==> src/rtl/capture_seq.sv <==
// Capture sequencer: circular acquisition over a 2^AW sample RAM, then a frozen readout pointer.
// Optional auto-trigger timeout is built when TRIG_TIMEOUT_EN is defined.
module capture_seq #(
  parameter int AW = 12,
  parameter int TW = 16
) (
  input  logic          Clk,
  input  logic          nRst,
  input  logic          Start,
  input  logic          Abort,
  input  logic          Sample_en,
  input  logic          Trig,
  input  logic [AW-1:0] Pre_depth,
  input  logic [AW-1:0] Post_depth,
  input  logic [TW-1:0] Timeout,
  input  logic          Rd_next,
  output logic [AW-1:0] Waddr,
  output logic          We,
  output logic [AW-1:0] Raddr,
  output logic [AW-1:0] Trig_addr,
  output logic          Busy,
  output logic          Ready,
  output logic          Auto_trig
);

  typedef enum logic [2:0] {S_IDLE, S_PRE, S_ARMED, S_POST, S_DONE} state_t;

  localparam logic [AW-1:0] ONE_A = AW'(1);
  localparam logic [AW:0]   ONE_C = (AW+1)'(1);

  // Post depth is clipped so pre + post never exceeds the buffer.
  function automatic logic [AW-1:0] post_eff_f(input logic [AW-1:0] pre,
                                               input logic [AW-1:0] post);
    logic [AW:0] room;
    room = {1'b1, {AW{1'b0}}} - {1'b0, pre};
    if ({1'b0, post} < room) return post;
    return room[AW-1:0];
  endfunction

  state_t        state_q, state_d;
  logic [AW-1:0] wptr_q, raddr_q, taddr_q, cnt_q, pre_q, post_q;
  logic [AW:0]   cnt_inc;
  logic          active, we_c, start_ok, fire, auto_fire;

`ifdef TRIG_TIMEOUT_EN
  logic [TW-1:0] tmo_q, tcnt_q;
  logic          auto_q;

  assign auto_fire = (state_q == S_ARMED) && Sample_en && !Trig && (tmo_q != '0) &&
                     ((tcnt_q + TW'(1)) == tmo_q);

  always_ff @(posedge Clk or negedge nRst) begin
    if (!nRst) begin
      tmo_q  <= '0;
      tcnt_q <= '0;
      auto_q <= 1'b0;
    end else begin
      if (start_ok) begin
        tmo_q  <= Timeout;
        auto_q <= 1'b0;
      end else if (fire) begin
        auto_q <= auto_fire;
      end
      if (state_q != S_ARMED) tcnt_q <= '0;
      else if (Sample_en)     tcnt_q <= tcnt_q + TW'(1);
    end
  end

  assign Auto_trig = auto_q;
`else
  logic unused_timeout;
  assign unused_timeout = ^Timeout;
  assign auto_fire      = 1'b0;
  assign Auto_trig      = 1'b0;
`endif

  always_comb begin
    state_d  = state_q;
    start_ok = 1'b0;
    fire     = 1'b0;
    active   = (state_q == S_PRE) || (state_q == S_ARMED) || (state_q == S_POST);
    we_c     = Sample_en && active;
    cnt_inc  = {1'b0, cnt_q} + ONE_C;
    case (state_q)
      S_IDLE, S_DONE: begin
        if (Start) begin
          state_d  = S_PRE;
          start_ok = 1'b1;
        end
      end
      S_PRE: begin
        if ((pre_q == '0) || (we_c && (cnt_inc == {1'b0, pre_q}))) state_d = S_ARMED;
      end
      S_ARMED: begin
        if (Trig || auto_fire) begin
          fire    = 1'b1;
          state_d = S_POST;
        end
      end
      S_POST: begin
        if ((post_q == '0) || (we_c && (cnt_inc == {1'b0, post_q}))) state_d = S_DONE;
      end
      default: state_d = S_IDLE;
    endcase
    // Abort overrides Start and any trigger in the same cycle.
    if (Abort) begin
      state_d  = S_IDLE;
      start_ok = 1'b0;
      fire     = 1'b0;
    end
  end

  always_ff @(posedge Clk or negedge nRst) begin
    if (!nRst) state_q <= S_IDLE;
    else       state_q <= state_d;
  end

  always_ff @(posedge Clk or negedge nRst) begin
    if (!nRst) begin
      wptr_q  <= '0;
      raddr_q <= '0;
      taddr_q <= '0;
      cnt_q   <= '0;
      pre_q   <= '0;
      post_q  <= '0;
    end else if (start_ok) begin
      wptr_q <= '0;
      cnt_q  <= '0;
      pre_q  <= Pre_depth;
      post_q <= post_eff_f(Pre_depth, Post_depth);
    end else begin
      if (we_c) wptr_q <= wptr_q + ONE_A;
      if (state_d != state_q) cnt_q <= '0;
      else if (we_c)          cnt_q <= cnt_q + ONE_A;
      // A write in the trigger cycle is still pre-trigger; the next slot is the first post sample.
      if (fire) taddr_q <= we_c ? (wptr_q + ONE_A) : wptr_q;
      if ((state_q == S_POST) && (state_d == S_DONE)) raddr_q <= taddr_q - pre_q;
      else if ((state_q == S_DONE) && (state_d == S_DONE) && Rd_next) raddr_q <= raddr_q + ONE_A;
    end
  end

  assign We        = we_c;
  assign Waddr     = wptr_q;
  assign Raddr     = raddr_q;
  assign Trig_addr = taddr_q;
  assign Busy      = active;
  assign Ready     = (state_q == S_DONE);

endmodule

==> config.mk <==
export PLATFORM = sky130hd
export DESIGN_NAME = capture_seq
export DESIGN_NICKNAME = d
export VERILOG_FILES = /design/src/rtl/capture_seq.sv
export SDC_FILE = /design/constraint.sdc
export NUM_CORES = 1
export LEC_CHECK = 0
export CORE_MARGIN = 2
export CORE_UTILIZATION = 50
export DETAILED_ROUTE_END_ITERATION = 6
export PLACE_DENSITY = 0.75
export SLEW_MARGIN = 5
export SYNTH_ARGS = -nofsm -noshare
export SYNTH_HDL_FRONTEND = slang
export SYNTH_SLANG_ARGS = --single-unit
==> constraint.sdc <==
create_clock -name Clk -period 4.1 [get_ports Clk]
set_input_delay 0.82 -clock Clk [delete_from_list [all_inputs] [get_ports Clk]]
set_output_delay 0.82 -clock Clk [all_outputs]
set_load 0.01 [all_outputs]
==> flow_summary_export.csv <==
group,metric,value,unit
floorplan,io_pins,87,
setup_path,path_class,"primary input to register",
place,placed_area,6360,sq um
timing,setup_viol,0,
yosys,yosys.cell_count.top_type,"dfrtp_1",
place,placed_cells,868,
detailed_routing,drc,0,
yosys,ys_ff_latch,75,
yosys,avgSynthCellArea,8.13,sq um
place,dp_slack,0.0385,ns
timing,timing.fmax,0.269,GHz
setup_path,path_cells,"clkdlybuf4s50_1 -> nor4_1 -> nand2_1 -> buf_4 -> nor2_1 -> xor2_1 -> ha_1 -> nand3_1 -> a21oi_1 -> o311a_1 -> a21oi_1 -> o21ai_0 -> and3_1 -> a211oi_1",
clock_network,ctsHoldBuffers,0,
run,maxCapViolCount,0,
grt,first_global_vias,4912,
yosys,synth_ff_type,"dfrtp_1",
clock_network,insertion_delay,0.37,ns
yosys,yosysTopAreaCellShare,0.338,
floorplan,core-area,10800,sq um
clock_network,cts_buffer_depth,2,
finish,drive_gt1_frac,0.0605,
yosys,synthTopCellsByArea,"dfrtp_1, ha_1, o21ai_0, xnor2_1, nor2_1",
setup_path,cpMostUsedCell,"a21oi_1",
floorplan,die_x,109,microns
clock_network,cts_resized,0,
detailed_routing,drt_wl_total,15000,microns
detailed_routing,wl_per_cell,17.0,microns
detailed_routing,drt_iter0_drc,397,
pwr,p_per_area,300,nW/um^2
timing,finalHoldViolCount,0,
yosys,synth_fp_nets,756,
clock_network,cts_htree_levels,3,
setup_path,reg2reg_depth,9,
detailed_routing,vias_per_cell,6.04,
setup_path,r2r_slack,0.77,ns
yosys,yosysSeqAreaShare,0.338,
timing,relSlewSlack,0.450,
clock_network,cts_sinks,75,
grt,grt_max_degree,65,
setup_path,startpoint_type,"primary input",
yosys,syn_area,5550,sq um
floorplan,die_height,109,microns
timing,period_minus_slack,3.72,ns
timing,hold_slack,0.302,ns
clock_network,clock-root-buffer,"clkbuf_8",
finish,multiInputGateArea,3390,sq um
grt,antenna_found_initial,0,
timing,drv_slew,0,
setup_path,cpMaxStageDelayCell,"clkdlybuf4s50_1",
timing,setup_ws,0.379,ns
finish,nets,813,
timing,worstMarginPinSlew,0.823,ns
pwr,power.leakage,0.00277,uW
yosys,yosysUniqueCellTypes,72,
floorplan,die_area,11900,sq um
finish,ff_latch_area,1880,sq um
detailed_routing,dr_total_vias,5342,
grt,grt_pass1_wl,24600,microns
setup_path,cp.required,4.37,ns
detailed_routing,drt_first_pass_iters,5,
clock_network,cts_made_buffers,9,
detailed_routing,ant_nets,0,
clock_network,cts.clk_slew.worst_paths,0.09,ns
clock_network,cts_tree,"built",
min_path,hold_path_class,"primary input to asynchronous set/reset pin",
yosys,synth_warnings,0,
setup_path,crit_path_max_fanout,12,
grt,grt_usage,0.264,
timing,clock-skew-final,0.0133,ns
timing,setup-tns-final,0,ns
clock_network,postCtsSetupRepairBufs,0,
finish,stdcell_area,6560,sq um
grt,grt_overflow_total,0,
finish,syn_to_final_growth,18.3,%
yosys,synth_common_cells,"dfrtp_1, nor2_1, nand2_1, o21ai_0, a21oi_1",
place,hpwl,11500,microns
place,portBuffers,69,
yosys,yosysTopAreaCell,"dfrtp_1",
floorplan,start_util,0.512,
setup_path,endpoint_kind,"register",
finish,num_antenna_cells,0,
yosys,synth_edf_count,0,
timing,period_share,0.908,
setup_path,arrival,3.99,ns
yosys,syn_inst,682,
setup_path,slowest_delay,0.49,ns
floorplan,rows,38,
place,gp_congestion,0.954,
run_status,outcome,"finished, final reports clean",
yosys,async_flop_share,1.00,
finish,fin_cells,884,
timing,rsz0062_at_grt,"false",
finish,fillCellCount,963,
pwr,ir_worst_vdd,0.000215,V
-- sequential cells by signal, summed over array words and instances, names as in the netlist --
register	cells
Waddr	12
cnt_q	12
Trig_addr	12
post_q	12
state_q	3
Raddr	12
pre_q	12
-- critical path, delay by kind of cell --
family / cells / cell delay, ns
xor+xnor: 1 / 0.35
compound gates: 5 / 0.75
buf+inv: 2 / 0.65
fa+ha+maj: 1 / 0.33
simple gates: 5 / 1.09
-- kinds of logic (layout without fill, tap and decap cells) --
kind of cell / Yosys count / after routing / share of synthesized area
flops: 75 / 75 / 0.338
compound gates: 174 / 174 / 0.204
fa+ha+maj: 27 / 27 / 0.0623
simple gates: 280 / 280 / 0.248
buf+inv: 67 / 129 / 0.0514
other cells: 1 / 1 / 0.000676
mux: 5 / 5 / 0.00925
xor+xnor: 53 / 53 / 0.0862
-- report_power, final --
group | switching, uW | total, uW | internal (uW)
clock | 308 | 597 | 289
sequential | 90.4 | 887 | 797
combinational | 256 | 483 | 226
-- per-stage QoR --
step                       util  power [uW]
after floorplan               -        1190
after global placement    0.587        1360
after detailed placement  0.587        1370
after CTS                 0.605        1970
after global routing      0.605        2070
final                     0.605        1970
-- final timing paths --
path / to / startpoint
max: post_q[10]$_DFFE_PN0P_ / Pre_depth[4]
min: Waddr[10]$_DFF_PN0_ / nRst
max reg2reg: Raddr[0]$_DFFE_PN0P_ / cnt_q[0]$_DFFE_PN0P_
min reg2reg: Trig_addr[0]$_DFFE_PN0P_ / Trig_addr[0]$_DFFE_PN0P_
max in group asynchronous: cnt_q[6]$_DFFE_PN0P_ / nRst
min in group Clk: Trig_addr[0]$_DFFE_PN0P_ / Trig_addr[0]$_DFFE_PN0P_
-- cell usage in the layout (no fill, tap or decap), types with 4 or more instances in the layout --
cell type / count
ha_1: 26
nor4_1: 14
xor2_1: 18
inv_1: 25
nor3_1: 31
o31ai_1: 5
dfrtp_1: 75
o21ai_1: 6
or3_1: 5
xnor2_1: 34
nand2b_1: 7
nor2b_1: 7
o21ai_0: 64
or4_1: 6
nor2_1: 71
a211oi_1: 4
buf_4: 18
a22oi_1: 4
nand2_1: 67
a21oi_1: 38
clkdlybuf4s50_1: 68
a21o_1: 6
mux2i_1: 4
o221ai_1: 6
nand3_1: 29
nand4_1: 6
clkbuf_8: 9
and3_1: 17
-- routing by layer --
layer  vias to the layer above  routed length (microns)  global-route usage
met2                       246                     6680               0.401
li1                       2567                        -                   -
met3                        37                     1210              0.0522
met1                      2492                     6680               0.369
met4                         0                      459               0.110
met5                         -                        0                   0
-- area by class of cell --
| class | count | area share |
|---|---|---|
| multi-input cells | 540 | 0.517 |
| well taps | 140 | 0.0267 |
| clock inverters | 6 | 0.0111 |
| inverters | 26 | 0.0149 |
| clock buffers | 10 | 0.0195 |
| repair buffers | 87 | 0.125 |
| flip-flops and latches | 75 | 0.286 |
(Power assumes the default switching activity.)
